## config.mk

```make
export PLATFORM = sky130hd
export DESIGN_NAME = mem_arbiter
export DESIGN_NICKNAME = d
export VERILOG_FILES = /design/src/rtl/mem_arbiter.sv
export SDC_FILE = /design/constraint.sdc
export NUM_CORES = 1
export LEC_CHECK = 0
export ABC_CLOCK_PERIOD_IN_PS = 12900
export CORE_AREA = 5 5 205 207
export DETAILED_ROUTE_END_ITERATION = 16
export DIE_AREA = 0 0 210 212
export SLEW_MARGIN = 20
export SYNTH_ARGS = -nofsm -noshare
export SYNTH_HDL_FRONTEND = slang
export SYNTH_SLANG_ARGS = --single-unit
```

## constraint.sdc

```tcl
create_clock -name clk -period 12.9 [get_ports clk]
set_input_delay 1.935 -clock clk [delete_from_list [all_inputs] [get_ports clk]]
set_output_delay 1.935 -clock clk [all_outputs]
set_load 0.01 [all_outputs]
```

## src/rtl/mem_arbiter.sv

```systemverilog
// Single-port memory arbiter between instruction fetch and load/store. LS has priority,
// IF gets an anti-starvation guarantee, and WAIT is bounded by a response timeout.
module mem_arbiter #(
    parameter int ADDR_W     = 64,
    parameter int DATA_W     = 64,
    parameter int TIMEOUT    = 255,
    parameter int MAX_LS_RUN = 4
) (
    input  logic                clk,
    input  logic                rst,
    input  logic                if_req_i,
    input  logic [ADDR_W-1:0]   if_addr_i,
    output logic                if_gnt_o,
    output logic                if_rvalid_o,
    output logic [DATA_W-1:0]   if_rdata_o,
    input  logic                ls_req_i,
    input  logic                ls_we_i,
    input  logic [ADDR_W-1:0]   ls_addr_i,
    input  logic [DATA_W-1:0]   ls_wdata_i,
    input  logic [DATA_W/8-1:0] ls_wmask_i,
    output logic                ls_gnt_o,
    output logic                ls_rvalid_o,
    output logic [DATA_W-1:0]   ls_rdata_o,
    output logic                mem_req_o,
    output logic                mem_we_o,
    output logic [ADDR_W-1:0]   mem_addr_o,
    output logic [DATA_W-1:0]   mem_wdata_o,
    output logic [DATA_W/8-1:0] mem_wmask_o,
    input  logic                mem_ready_i,
    input  logic                mem_rvalid_i,
    input  logic [DATA_W-1:0]   mem_rdata_i,
    output logic                err_o,
    output logic                busy_o
);
    localparam int MW = DATA_W / 8;
    localparam int TW = (TIMEOUT < 2) ? 1 : $clog2(TIMEOUT);
    localparam int RW = (MAX_LS_RUN < 1) ? 1 : $clog2(MAX_LS_RUN + 1);
    localparam logic [TW-1:0] TMO_LAST = TW'(TIMEOUT - 1);
    localparam logic [RW-1:0] RUN_MAX  = RW'(MAX_LS_RUN);

    typedef enum logic [1:0] {S_IDLE, S_REQ, S_WAIT} state_e;

    state_e            state_q;
    logic              owner_ls_q;
    logic [RW-1:0]     ls_run_q;
    logic [TW-1:0]     tmo_q;
    logic [ADDR_W-1:0] addr_q;
    logic              we_q;
    logic [DATA_W-1:0] wdata_q;
    logic [MW-1:0]     wmask_q;

    logic              ls_win_d;
    logic              in_req;
    logic              in_wait;
    logic              accept;
    logic              resp_ok;
    logic              tmo_hit;
    logic              resp;
    logic [DATA_W-1:0] resp_data;

    // IF is forced through once LS has won MAX_LS_RUN times in a row against a pending fetch.
    assign ls_win_d = ls_req_i && !(if_req_i && (ls_run_q == RUN_MAX));

    // Request payload registers carry no reset; outputs are masked by state instead.
    always_ff @(posedge clk) begin
        if (rst) begin
            state_q    <= S_IDLE;
            owner_ls_q <= 1'b0;
            ls_run_q   <= '0;
            tmo_q      <= '0;
        end else begin
            case (state_q)
                S_IDLE: begin
                    if (!if_req_i || !ls_win_d) begin
                        ls_run_q <= '0;
                    end else begin
                        ls_run_q <= ls_run_q + 1'b1;
                    end
                    if (if_req_i || ls_req_i) begin
                        owner_ls_q <= ls_win_d;
                        addr_q     <= ls_win_d ? ls_addr_i : if_addr_i;
                        we_q       <= ls_win_d && ls_we_i;
                        wdata_q    <= ls_win_d ? ls_wdata_i : '0;
                        wmask_q    <= ls_win_d ? ls_wmask_i : '0;
                        state_q    <= S_REQ;
                    end
                end
                S_REQ: begin
                    if (mem_ready_i) begin
                        tmo_q   <= '0;
                        state_q <= S_WAIT;
                    end
                end
                S_WAIT: begin
                    tmo_q <= tmo_q + 1'b1;
                    if (mem_rvalid_i || (tmo_q == TMO_LAST)) begin
                        state_q <= S_IDLE;
                    end
                end
                default: state_q <= S_IDLE;
            endcase
        end
    end

    assign in_req    = (state_q == S_REQ);
    assign in_wait   = (state_q == S_WAIT);
    assign accept    = in_req && mem_ready_i;
    assign resp_ok   = in_wait && mem_rvalid_i;
    assign tmo_hit   = in_wait && !mem_rvalid_i && (tmo_q == TMO_LAST);
    assign resp      = resp_ok || tmo_hit;
    assign resp_data = resp_ok ? mem_rdata_i : '0;

    assign if_gnt_o    = accept && !owner_ls_q;
    assign ls_gnt_o    = accept && owner_ls_q;
    assign if_rvalid_o = resp && !owner_ls_q;
    assign ls_rvalid_o = resp && owner_ls_q;
    assign if_rdata_o  = (resp && !owner_ls_q) ? resp_data : '0;
    assign ls_rdata_o  = (resp && owner_ls_q) ? resp_data : '0;
    assign err_o       = tmo_hit;

    assign mem_req_o   = in_req;
    assign mem_we_o    = in_req && we_q;
    assign mem_addr_o  = in_req ? addr_q : '0;
    assign mem_wdata_o = in_req ? wdata_q : '0;
    assign mem_wmask_o = in_req ? wmask_q : '0;
    assign busy_o      = (state_q != S_IDLE);

endmodule

```

==> results of run 1 <==
-- final cells by class --
cell class              count  area, um^2  area share (%)
clock buffers              19         433            2.97
clock inverters            13         146            1.00
inverters                   6        22.5           0.154
multi-input cells         486        3430            23.5
flip-flops and latches    151        4390            30.1
well taps                 532         666            4.56
repair buffers            550        5490            37.7
-- worst paths after layout --
check / startpoint / to / slack (ns) / cells after the start
setup / recovery: mem_rvalid_i / if_rdata_o[16] / 7.06 / 5
hold / removal: ls_run_q[1] / ls_run_q[1] / 0.48 / 2
setup reg to reg: state_q[1] / wdata_q[22] / 10.52 / 4
hold reg to reg: ls_run_q[1] / ls_run_q[1] / 0.48 / 2
-- power by group through the flow --
stage | clock network (mW) | registers, mW | logic, mW
floorplan | 0 | 0.597 | 0.103
global placement | 0 | 0.591 | 0.281
detailed placement | 0 | 0.592 | 0.282
CTS | 0.525 | 0.581 | 0.284
global route | 0.546 | 0.583 | 0.298
finish | 0.507 | 0.581 | 0.277
-- cells by family (layout without fill, tap and decap cells) --
family | after synthesis | after routing | share of synthesized area (%)
adder cells (fa/ha/maj) | 4 | 4 | 0.616
flip-flops | 151 | 151 | 54.1
multiplexers | 65 | 65 | 8.99
buffers and inverters | 62 | 588 | 3.82
AO/OA/AOI/OAI | 19 | 19 | 1.62
XOR/XNOR | 1 | 1 | 0.108
AND/OR/NAND/NOR | 397 | 397 | 30.8
-- metal layers --
metal / vias up / track usage, % / wire (um)
li1: 3454 / - / -
met4: 2 / 3.92 / 505
met3: 29 / 3.84 / 1990
met1: 3321 / 17.7 / 13600
met5: - / 0 / 13
met2: 224 / 22.4 / 15900
-- synthesized netlist by cell type, types with 2 or more instances --
cell       count
and3_1        75
nor3_1         6
dfxtp_1       14
buf_2          5
clkbuf_2      12
nand4b_1       3
a311o_1        2
a2111oi_0      2
ha_1           4
nor2_1         5
nand2_1        8
and2_1       269
nand3b_1       2
nor4_1         2
edfxtp_1     137
a21oi_1        8
nor2b_1        3
buf_6          7
inv_1          6
clkbuf_1      31
nand4_1        6
nand3_1        3
mux2_2        64
-- per-stage QoR --
step	hold slack, ns	utilization (%)	power (mW)	setup slack [ns]
detailed placement	0.475	34.8	0.874	7.06
global route	0.511	36.3	1.43	6.93
CTS	0.484	36.3	1.39	7.06
floorplan	0.453	-	0.700	0.437
finish	0.483	36.3	1.37	7.06
global placement	0.461	34.8	0.872	7.07
-- registers in the layout, indices dropped and copies added (netlist names) --
name and count:
addr_q 64, ls_run_q 3, owner_ls_q 1, state_q 2, tmo_q 8, wdata_q 64, we_q 1, wmask_q 8
-- worst max-delay path, cell delays in order --
cell and delay [ns]:
clkdlybuf4s50_1 0.53, nor3b_4 0.19, buf_4 0.45, and2_1 0.21, clkdlybuf4s50_1 0.55
-- cells in the final DEF, fill, tap and decap left out, types with 6 or more instances in the layout --
cell type        synthesis  final
nand2_1                  8      8
inv_1                    6      6
and2_1                 269    269
edfxtp_1               137    137
clkdlybuf4s50_1          0    541
dfxtp_1                 14     14
a21oi_1                  8      8
buf_4                    1      7
mux2_2                  64     64
and3_1                  75     75
clkbuf_16                0     17
nand4_1                  6      6
==> impl_metrics.tcl, run 1 <==
set metrics [dict create \
    tritoncts_num_sinks 151 \
    postSynthNetCount 974 \
    chipHeight_um 212 \
    first_global_vias 7030 \
    sequentialPowerShare_pct 42.6 \
    grt_start_max_net_pins 138 \
    place_congestion 0.792 \
    grt_util_all_layers_pct 13.7 \
    worst_slew_margin_rel_pct 29.4 \
    die_span_x_um 210 \
    final_area_um2 14600 \
    layout_min_cycle_time_ns 5.84 \
    drive_above_1_share_pct 9.06 \
    syn_area_per_cell_um2 11.6 \
    clock_tree.root_cell "clkbuf_16" \
    slew_viol_final 0 \
    switching_share_pct 24.6 \
    cts_setup_buffers 0 \
    port-buffer-count 542 \
    vias_per_cell 4.00 \
    cellPowerDensity_nw_per_um2 93.6 \
    number_of_synthesized_flops_with_an_enable_pin 137 \
    finish.cell_count_without_fillers 1757 \
    asyncSetResetFlopFracSynth_pct 0 \
    synth.yosys.warnings 0 \
    diodes 0 \
    max_freq_mhz 171 \
    period_share_pct 45.3 \
    grt_total_ovfl 0 \
    comb_power_share_pct 20.3 \
    insertion_delay_ns 0.44 \
    drtIter0Drc 318 \
    p_sw_mw 0.336 \
    ys_types 48 \
    cts_max_path_buffers 2 \
    hpwlAfterDp_um 24200 \
    clkSlewWorstSetupHoldPaths_ns 0.06 \
    final_antenna_net_count 0 \
    drt_pass1_iterations 4 \
    p_clk_share_pct 37.1 \
    ys.flop_type "edfxtp_1" \
    final_layout_fill_cell_count 3985 \
    yosysSeqAreaShare_pct 54.1 \
    ys_seq_elements 151 \
    detail_route.wirelength_um 32000 \
    critical_path.max_fanout 64 \
    slew_worst_pin_ns 1.06 \
    cts-buffers-inserted 17 \
    cts_hold_buffers 0 \
    critical_path_arrival_ns 3.90 \
    fin_setup_tns_ns 0 \
    place_area_um2 14000 \
    worst_ir_drop_vdd_mv 0.0955 \
    floorplan.io_pins 543 \
    vias 7030 \
    dp.cells 1725 \
    final-hold-violation-count 0 \
    timing.critical_path.from_type "input pin" \
    drt_drc_violations_left 0 \
    timing.setup.critical_path_class "in2out" \
    cellInternalPower_mw 1.03 \
    ctsHtreeMaxLevel 4 \
    num_rows 74 \
    finalNetCount 1487 \
    synthesis.area_um2 8120 \
    max_cap_violations 0 \
    grt_antenna_before_repair 2 \
    postCtsResizedCells 0 \
    final-setup-viol-count 0 \
    synth_cells 699 \
    clock-skew-final_ns 0.00680 \
    synth_top_cells_by_area "edfxtp_1 (51%), and2_1 (21%), mux2_2 (8.9%)" \
    static_leakage_nw 5.30 \
    critical_path_required_ns 10.97 \
    start_util_pct 20.2 \
    yosysTopAreaCellShare_pct 50.6 \
    min_path_type "reg2reg" \
    cts_tree "done" \
    core_um2 40200 \
    library_cell_with_the_largest_summed_area_after_synthesis "edfxtp_1" \
    fp.dieArea_um2 44500 \
    rsz0062_at_grt "no" \
    layout-area-overhead-vs-synth_pct 79.5 \
    run_status "completed" \
    route.detailed.wl_per_inst_um 18.2 \
    type_of_destination_of_the_critical_path "output port" \
    grt_pass1_wl_um 46000 \
]
(Power assumes the default switching activity.)
==> run 2, diff against run 1 <==
- ABC_CLOCK_PERIOD_IN_PS: 12900 -> 5500
- CORE_AREA: 5 5 205 207 -> 5 5 206 208
- DIE_AREA: 0 0 210 212 -> 0 0 211 213
- clock period: 12.9 -> 5.5 ns (I/O delays scaled with it)
==> run 2 against run 1 <==
  * Register-to-register slack got worse by 7.5 ns
  * Count of clock-buffer cells in the layout shrank 1
  * Combinational power increased by 140%
  * Final cell count rose by 0.68%
  * Via count rose by 1.4%
  * Sequential power up 130%
  * Non-clock buffer count is 2 higher
  * Setup slack worse by 5.4 ns
  * Sequential share of layout area down 0.070 points
  * Total power grew 130%
  * Critical path depth did not move
  * Highest routed layer unchanged
==> impl_metrics.tcl, run 2 (same netlist as run 1, synthesis figures left out) <==
set metrics [dict create \
    final_antenna_net_count 0 \
    clkSlewWorstSetupHoldPaths_ns 0.06 \
    clock-skew-final_ns 0.0115 \
    detail_route.wirelength_um 33900 \
    postCtsResizedCells 0 \
    chipHeight_um 213 \
    p_sw_mw 0.786 \
    clock_tree.root_cell "clkbuf_16" \
    type_of_destination_of_the_critical_path "output port" \
    cellInternalPower_mw 2.41 \
    worstHoldStart "ls_run_q[1]" \
    route.detailed.wl_per_inst_um 19.2 \
    sequentialPowerShare_pct 42.6 \
    vias 7131 \
    critical_path.n_buffers_inverters 2 \
    timing.setup.critical_path_class "reg2out" \
    final-hold-violation-count 0 \
    worst_r2r_startpoint "state_q[1]" \
    drive_above_1_share_pct 9.29 \
    floorplan.io_pins 543 \
    grt_antenna_before_repair 10 \
    drt_drc_violations_left 0 \
    cts_hold_buffers 0 \
    ctsHtreeMaxLevel 4 \
    grt_util_all_layers_pct 13.9 \
    timing.rr.end "addr_q[42]" \
    core_um2 40400 \
    setup_ws_ns 1.68 \
    grt_start_max_net_pins 78 \
    start_util_pct 20.1 \
    layout_min_cycle_time_ns 3.82 \
    dp_worst_setup_slack_ns 1.83 \
    max_freq_mhz 262 \
    first_global_vias 7021 \
    timing.reg2reg.setup_slack_ns 3.04 \
    place_congestion 0.911 \
    critical_path_required_ns 4.68 \
    rsz0062_at_grt "no" \
    slew_worst_pin_ns 1.09 \
    run_status "completed" \
    final_layout_fill_cell_count 4050 \
    slew_viol_final 0 \
    critical_path_arrival_ns 2.99 \
    drtIter0Drc 388 \
    cellPowerDensity_nw_per_um2 219 \
    static_leakage_nw 5.31 \
    min_path_type "reg2reg" \
    critical_path.max_fanout 57 \
    tritoncts_num_sinks 151 \
    cts-buffers-inserted 17 \
    grt_total_ovfl 0 \
    fin_setup_tns_ns 0 \
    worst_slew_margin_rel_pct 27.0 \
    worst_ir_drop_vdd_mv 0.198 \
    num_rows 74 \
    cts_setup_buffers 0 \
    drt_pass1_iterations 5 \
    insertion_delay_ns 0.44 \
    slowest_stage_delay_on_critical_path_ns 0.74 \
    reg.largest.list "addr_q: 64 flops, wdata_q: 64 flops" \
    port-buffer-count 542 \
    worst_path_top_cell_family_by_delay "buffers and inverters" \
    period_share_pct 69.4 \
    min_to "ls_run_q[1]" \
    fp.dieArea_um2 44900 \
    crit_path_top_delay_cell "dfxtp_1" \
    p_clk_share_pct 36.7 \
    layout.cells.most_common "clkdlybuf4s50_1" \
    hpwlAfterDp_um 27200 \
    min_path_cells 2 \
    timing.critical_path.from_type "flop" \
    switching_share_pct 24.6 \
    finish.cell_count_without_fillers 1769 \
    die_span_x_um 211 \
    grt_pass1_wl_um 46300 \
    final_cell_mix "clkdlybuf4s50_1 (541), and2_1 (269), edfxtp_1 (137), and3_1 (75), mux2_2 (64)" \
    cts_tree "done" \
    layout-area-overhead-vs-synth_pct 79.9 \
    max_cap_violations 0 \
    finalNetCount 1489 \
    finalCoreUtilization_pct 36.2 \
    power_mw 3.20 \
    comb_power_share_pct 20.7 \
    worst-r2r-cell-count 4 \
    cts_max_path_buffers 2 \
    final-setup-viol-count 0 \
    cp_cell_sequence "nor2b_4 -> and3_1 -> buf_4 -> and2_1 -> clkdlybuf4s50_1" \
    vias_per_cell 4.03 \
    dp.cells 1727 \
]
==> run 2: worst max-delay path by stage <==
stage	endpoint	cells past startpoint	slack (ns)	from
2_1_floorplan	addr_q[0]	4	0.47	ls_req_i
3_3_place_gp	if_rdata_o[43]	5	1.91	mem_rvalid_i
3_5_place_dp	ls_rdata_o[21]	5	1.83	mem_rvalid_i
4_1_cts	ls_rdata_o[21]	5	1.65	state_q[1]
5_1_grt	ls_rdata_o[32]	5	1.46	state_q[1]
6_report	ls_rdata_o[21]	5	1.68	state_q[1]
==> run 2: final cells by class <==
class,instances,area (um^2),share of cell area (%)
Timing Repair Buffer,552,5500,37.6
Inverter,6,22.5,0.154
Antenna cell,10,25.0,0.171
Multi-Input combinational cell,486,3430,23.5
Clock inverter,14,150,1.03
Sequential cell,151,4390,30.1
Tap cell,532,666,4.55
Clock buffer,18,429,2.94
==> run 2: per-stage QoR <==
| step | hold WS, ns | cell area (um^2) |
|---|---|---|
| after global placement | 0.468 | 14000 |
| final | 0.494 | 14600 |
| after CTS | 0.497 | 14600 |
| after detailed placement | 0.487 | 14000 |
| after global routing | 0.528 | 14600 |
| after floorplan | 0.453 | 8140 |
==> run 2: tightest hold or removal path, delay by kind of cell, from the launching register on <==
| family | cells | cell delay [ns] |
|---|---|---|
| AOI/OAI and AO/OA | 1 | 0.06 |
| DFF | 1 | 0.33 |
| and+or+nand+nor | 1 | 0.06 |
==> run 2: power groups by stage <==
stage | sequential, mW | clock, mW | combinational, mW
final | 1.36 | 1.17 | 0.661
after global routing | 1.37 | 1.26 | 0.706
after CTS | 1.36 | 1.22 | 0.674
after detailed placement | 1.39 | 0 | 0.670
after global placement | 1.39 | 0 | 0.668
after floorplan | 1.38 | 0 | 0.243
==> run 2: per-layer routing <==
layer | vias up | global-route usage [%] | share of wire, %
met1 | 3370 | 17.7 | 42
met4 | 2 | 3.64 | 1.4
met3 | 24 | 5.64 | 8.0
met2 | 271 | 21.9 | 48
met5 | - | 0 | 0.059
li1 | 3464 | - | -
==> edit 1 (flow settings as in run 1) <==
`TIMEOUT`: 255 -> 510.
--- a/src/rtl/mem_arbiter.sv
+++ b/src/rtl/mem_arbiter.sv
@@ -3,7 +3,7 @@
 module mem_arbiter #(
     parameter int ADDR_W     = 64,
     parameter int DATA_W     = 64,
-    parameter int TIMEOUT    = 255,
+    parameter int TIMEOUT    = 510,
     parameter int MAX_LS_RUN = 4
 ) (
     input  logic                clk,
Formal check against the unedited RTL: same outputs for any inputs over 4 cycles, from zero or initial values and one cycle with rst high; that may be too few to reach the edited logic, so the function may still have changed.
==> edit 1 against run 1 <==
Cell count about the same. Count of clock-buffer cells in the layout down 2. Worst setup slack worse by 0.066 ns. Hold slack about the same. Non-clock buffer count unchanged. Wire length up 3.6%. Final area up 0.14%. Power up 0.27%. Synthesized cell count up 0.29%. Synthesized area down 0.22%. Clock skew up 0.0079 ns. Sequential cell count up 1. Critical path type unchanged.
==> edit 1: results <==
[finish]
drive_above_1_share_pct = 9.38
nNetsFinal = 1488
largest_registers = addr_q (64), wdata_q (64), tmo_q (9)
antennaDiodeCount = 0

[placed_design]
dp_hpwl_mm = 26.2
place.gp.congestion = 0.967
portBuffers = 542

[clock_tree]
cts_root_buffer = clkbuf_16
insertion_delay_ns = 0.44
htreeDepth = 4
cts_resized = 0
clkTransAtPathRegs_ns = 0.07
clk_path_buf_depth = 2
cts_setup_buffers = 0
cts_buffers = 17

[power_and_ir_drop]
peakVddDrop_mv = 0.0841
leakagePower_nw = 5.33

[logic_synthesis]
synth_area_leaders = edfxtp_1, and2_1, mux2_2, and3_1, dfxtp_1
async_flop_share_pct = 0
synth_edf_count = 137
synth_nets = 976
synthDistinctLibCells = 36
yosysSeqAreaShare_pct = 54.5
yosys_warnings = 0
synth_ff_type = edfxtp_1
synthTopCellsByCount = and2_1, edfxtp_1, and3_1, mux2_2, clkbuf_1

[hold_path]
hold_path.class = reg2reg

[global_routing]
grtUsageTotal_pct = 14.0
grt_pass1_vias = 7489
antenna_found_initial = 5
grt_first_pass_wirelength_mm = 47.0
grt_max_degree = 87

[route]
post_drt_wl_per_cell_um = 18.9
drt-pass1-iter-count = 4
dr.first_iter.drc_count = 429
via_per_inst = 4.14

[setup_path]
r2r_setup_slack_ns = 10.63
crit_path_max_fanout = 64

[run_status]
outcome = finished, final reports clean

[sta]
clock_skew_ns = 0.0147
slew_headroom_pct = 33.2
-- edit 1: worst paths after layout --
check,start,to,depth (start not counted)
setup / recovery,mem_rvalid_i,ls_rdata_o[0],5
hold / removal,ls_run_q[0],ls_run_q[0],2
setup reg to reg,state_q[1],wdata_q[50],4
hold reg to reg,ls_run_q[0],ls_run_q[0],2
-- edit 1: cell type report --
cell class / instances / area (um2)
Clock buffer: 17 / 425
Clock inverter: 15 / 156
Fill cell: 4013 / 25600
Inverter: 5 / 18.8
Multi-Input combinational cell: 487 / 3440
Sequential cell: 152 / 4410
Tap cell: 532 / 666
Timing Repair Buffer: 550 / 5480
-- edit 1: routing by layer --
metal	vias up	GRT usage (%)	share of wire, %
met5	-	0	0.039
met4	2	5.31	2.8
met3	45	5.36	9.6
met2	380	26.1	52
met1	3402	14.1	36
li1	3457	-	-
-- edit 1: worst max-delay path, cell delays in order --
cell and delay (ns):
clkdlybuf4s50_1 0.55, and3_1 0.18, buf_4 0.39, and2_1 0.29, clkdlybuf4s50_1 0.58
-- edit 1: power breakdown --
group / switching [W] / internal, W / total (W) / leakage, nW
combinational: 0.000110 / 0.000168 / 0.000279 / 3.63
clock: 0.000234 / 0.000273 / 0.000507 / 0.281
sequential: 0.00000813 / 0.000574 / 0.000583 / 1.42
total: 0.000353 / 0.00102 / 0.00137 / 5.33
-- edit 1: stage by stage --
| step | instances | area (um2) | hold slack [ns] | utilization [%] | setup slack (ns) |
|---|---|---|---|---|---|
| finish | 1758 | 14600 | 0.483 | 36.3 | 7.00 |
| global route | 1758 | 14600 | 0.512 | 36.3 | 6.90 |
| CTS | 1758 | 14600 | 0.474 | 36.3 | 7.00 |
| detailed placement | 1726 | 14000 | 0.464 | 34.9 | 7.00 |
| global placement | 1726 | 14000 | 0.456 | 34.9 | 7.02 |
| floorplan | 701 | 8110 | 0.445 | - | 0.520 |
-- edit 1: logic make-up (layout without fill, tap and decap cells) --
family	Yosys count	after routing	share of synthesized area [%]
muxes	69	69	9.51
AOI/OAI and AO/OA	21	21	1.65
buffers and inverters	62	587	3.33
and+or+nand+nor	392	392	30.3
DFF	152	152	54.5
xor gates and xnor gates	1	1	0.108
adders and majority gates	4	4	0.617
==> edit 2 (settings of run 1) <==
Made on the original files. The 3 states of `state_e` get a one-hot encoding in 3 bits.
--- a/src/rtl/mem_arbiter.sv
+++ b/src/rtl/mem_arbiter.sv
@@ -38,7 +38,7 @@
     localparam logic [TW-1:0] TMO_LAST = TW'(TIMEOUT - 1);
     localparam logic [RW-1:0] RUN_MAX  = RW'(MAX_LS_RUN);
 
-    typedef enum logic [1:0] {S_IDLE, S_REQ, S_WAIT} state_e;
+    typedef enum logic [2:0] {S_IDLE = 3'b001, S_REQ = 3'b010, S_WAIT = 3'b100} state_e;
 
     state_e            state_q;
     logic              owner_ls_q;
Check against the original RTL: same outputs for any inputs over 4 cycles, from zero or initial values and one cycle with rst high; so few cycles prove little.
==> edit 2 against run 1 <==
Critical endpoint is now if_rdata_o[26]. Via count grew 4.6%. Synthesized area fell by 0.86%. Cell count up 0.46%. Synthesized cell count is the same. Count of clock-buffer cells in the layout rose by 2. Critical path depth grew 1. Clock skew increased by 0.0021 ns. Sequential cell count is 1 higher. Highest routed layer unchanged. Wire length rose by 14%. Power down 1.4%. Worst setup slack got worse by 0.081 ns. Final area is essentially flat. Critical path type unchanged. First-iteration DRC count fell by 1.9%.
==> edit 2: results <==
[hold_path]
whs_endpoint = ls_run_q[1]
hold_start = ls_run_q[1]

[finish]
clk_share_pct = 3.84
flops_and_latches = 152
num-clock-buffers = 21
drive_above_1_share_pct = 8.88
nonClkBufAreaFrac_pct = 37.8
antennaDiodeCount = 6
nFillCells = 3969
buffers = 552
multi_input_area_share_pct = 23.3
nNetsFinal = 1489
multi_input_cells = 485
areaGrowthSynthToFinish_pct = 81.2

[logic_synthesis]
synthMuxAreaShare_pct = 8.95
synth_fa_ha_area_share_pct = 0.621
yosys.area_share.xor_xnor_pct = 0
synth-compound-area-share_pct = 2.31
yosysSeqAreaShare_pct = 54.8
synthTopCellsByCount = and2_1, edfxtp_1, and3_1, mux2_2, clkbuf_1
synth_area_leaders = edfxtp_1, and2_1, mux2_2, and3_1, dfxtp_1

[setup_path]
crit_path_end = if_rdata_o[26]
cp.arrival_ns = 3.98
r2r-end = wdata_q[21]
r2r_setup_slack_ns = 9.51

[sta]
slew_headroom_pct = 26.0
post-route-period-util_pct = 45.9
clock_skew_ns = 0.00888

[placed_design]
post-place-ws_ns = 6.98
place.gp.congestion = 0.876
dp_cells = 1727
dp_hpwl_mm = 28.3

[route]
post_drt_wl_per_cell_um = 20.7
drt-pass1-iter-count = 6
vias = 7351
wl_met3_mm = 3.46
dr.first_iter.drc_count = 312

[run_status]
outcome = finished, final reports clean

[global_routing]
grt_max_degree = 80
grt_first_pass_wirelength_mm = 51.4
grt_pass1_vias = 7847
use_met3_pct = 6.60
antenna_found_initial = 9
grtUsageTotal_pct = 15.6

[power_and_ir_drop]
peakVddDrop_mv = 0.0826
leakagePower_nw = 5.30
-- edit 2: cell count changes after synthesis, moves of 4 or more --
cell      before  now
nand3_1        3    8
clkbuf_2      12    0
clkbuf_1      31   47
buf_6          7    2
and2_1       269  265
a21oi_1        8   13
-- edit 2: logic make-up after synthesis --
family	count (synthesis)
AOI/OAI and AO/OA	29
adders and majority gates	4
buffers and inverters	62
DFF	152
muxes	64
and+or+nand+nor	388
-- edit 2: per-stage QoR --
step	util [%]	instance area [um2]	hold slack [ns]	total power, W
after floorplan	-	8050	0.431	0.000718
after global placement	34.8	14000	0.465	0.000864
final	36.3	14600	0.482	0.00135
after global routing	36.3	14600	0.502	0.00141
after CTS	36.3	14600	0.481	0.00137
after detailed placement	34.9	14000	0.472	0.000868
-- edit 2: power by group --
group / total [W] / switching [W] / internal, W
combinational: 0.000248 / 0.000105 / 0.000143
sequential: 0.000605 / 0.0000117 / 0.000594
clock: 0.000493 / 0.000208 / 0.000285
total: 0.00135 / 0.000325 / 0.00102
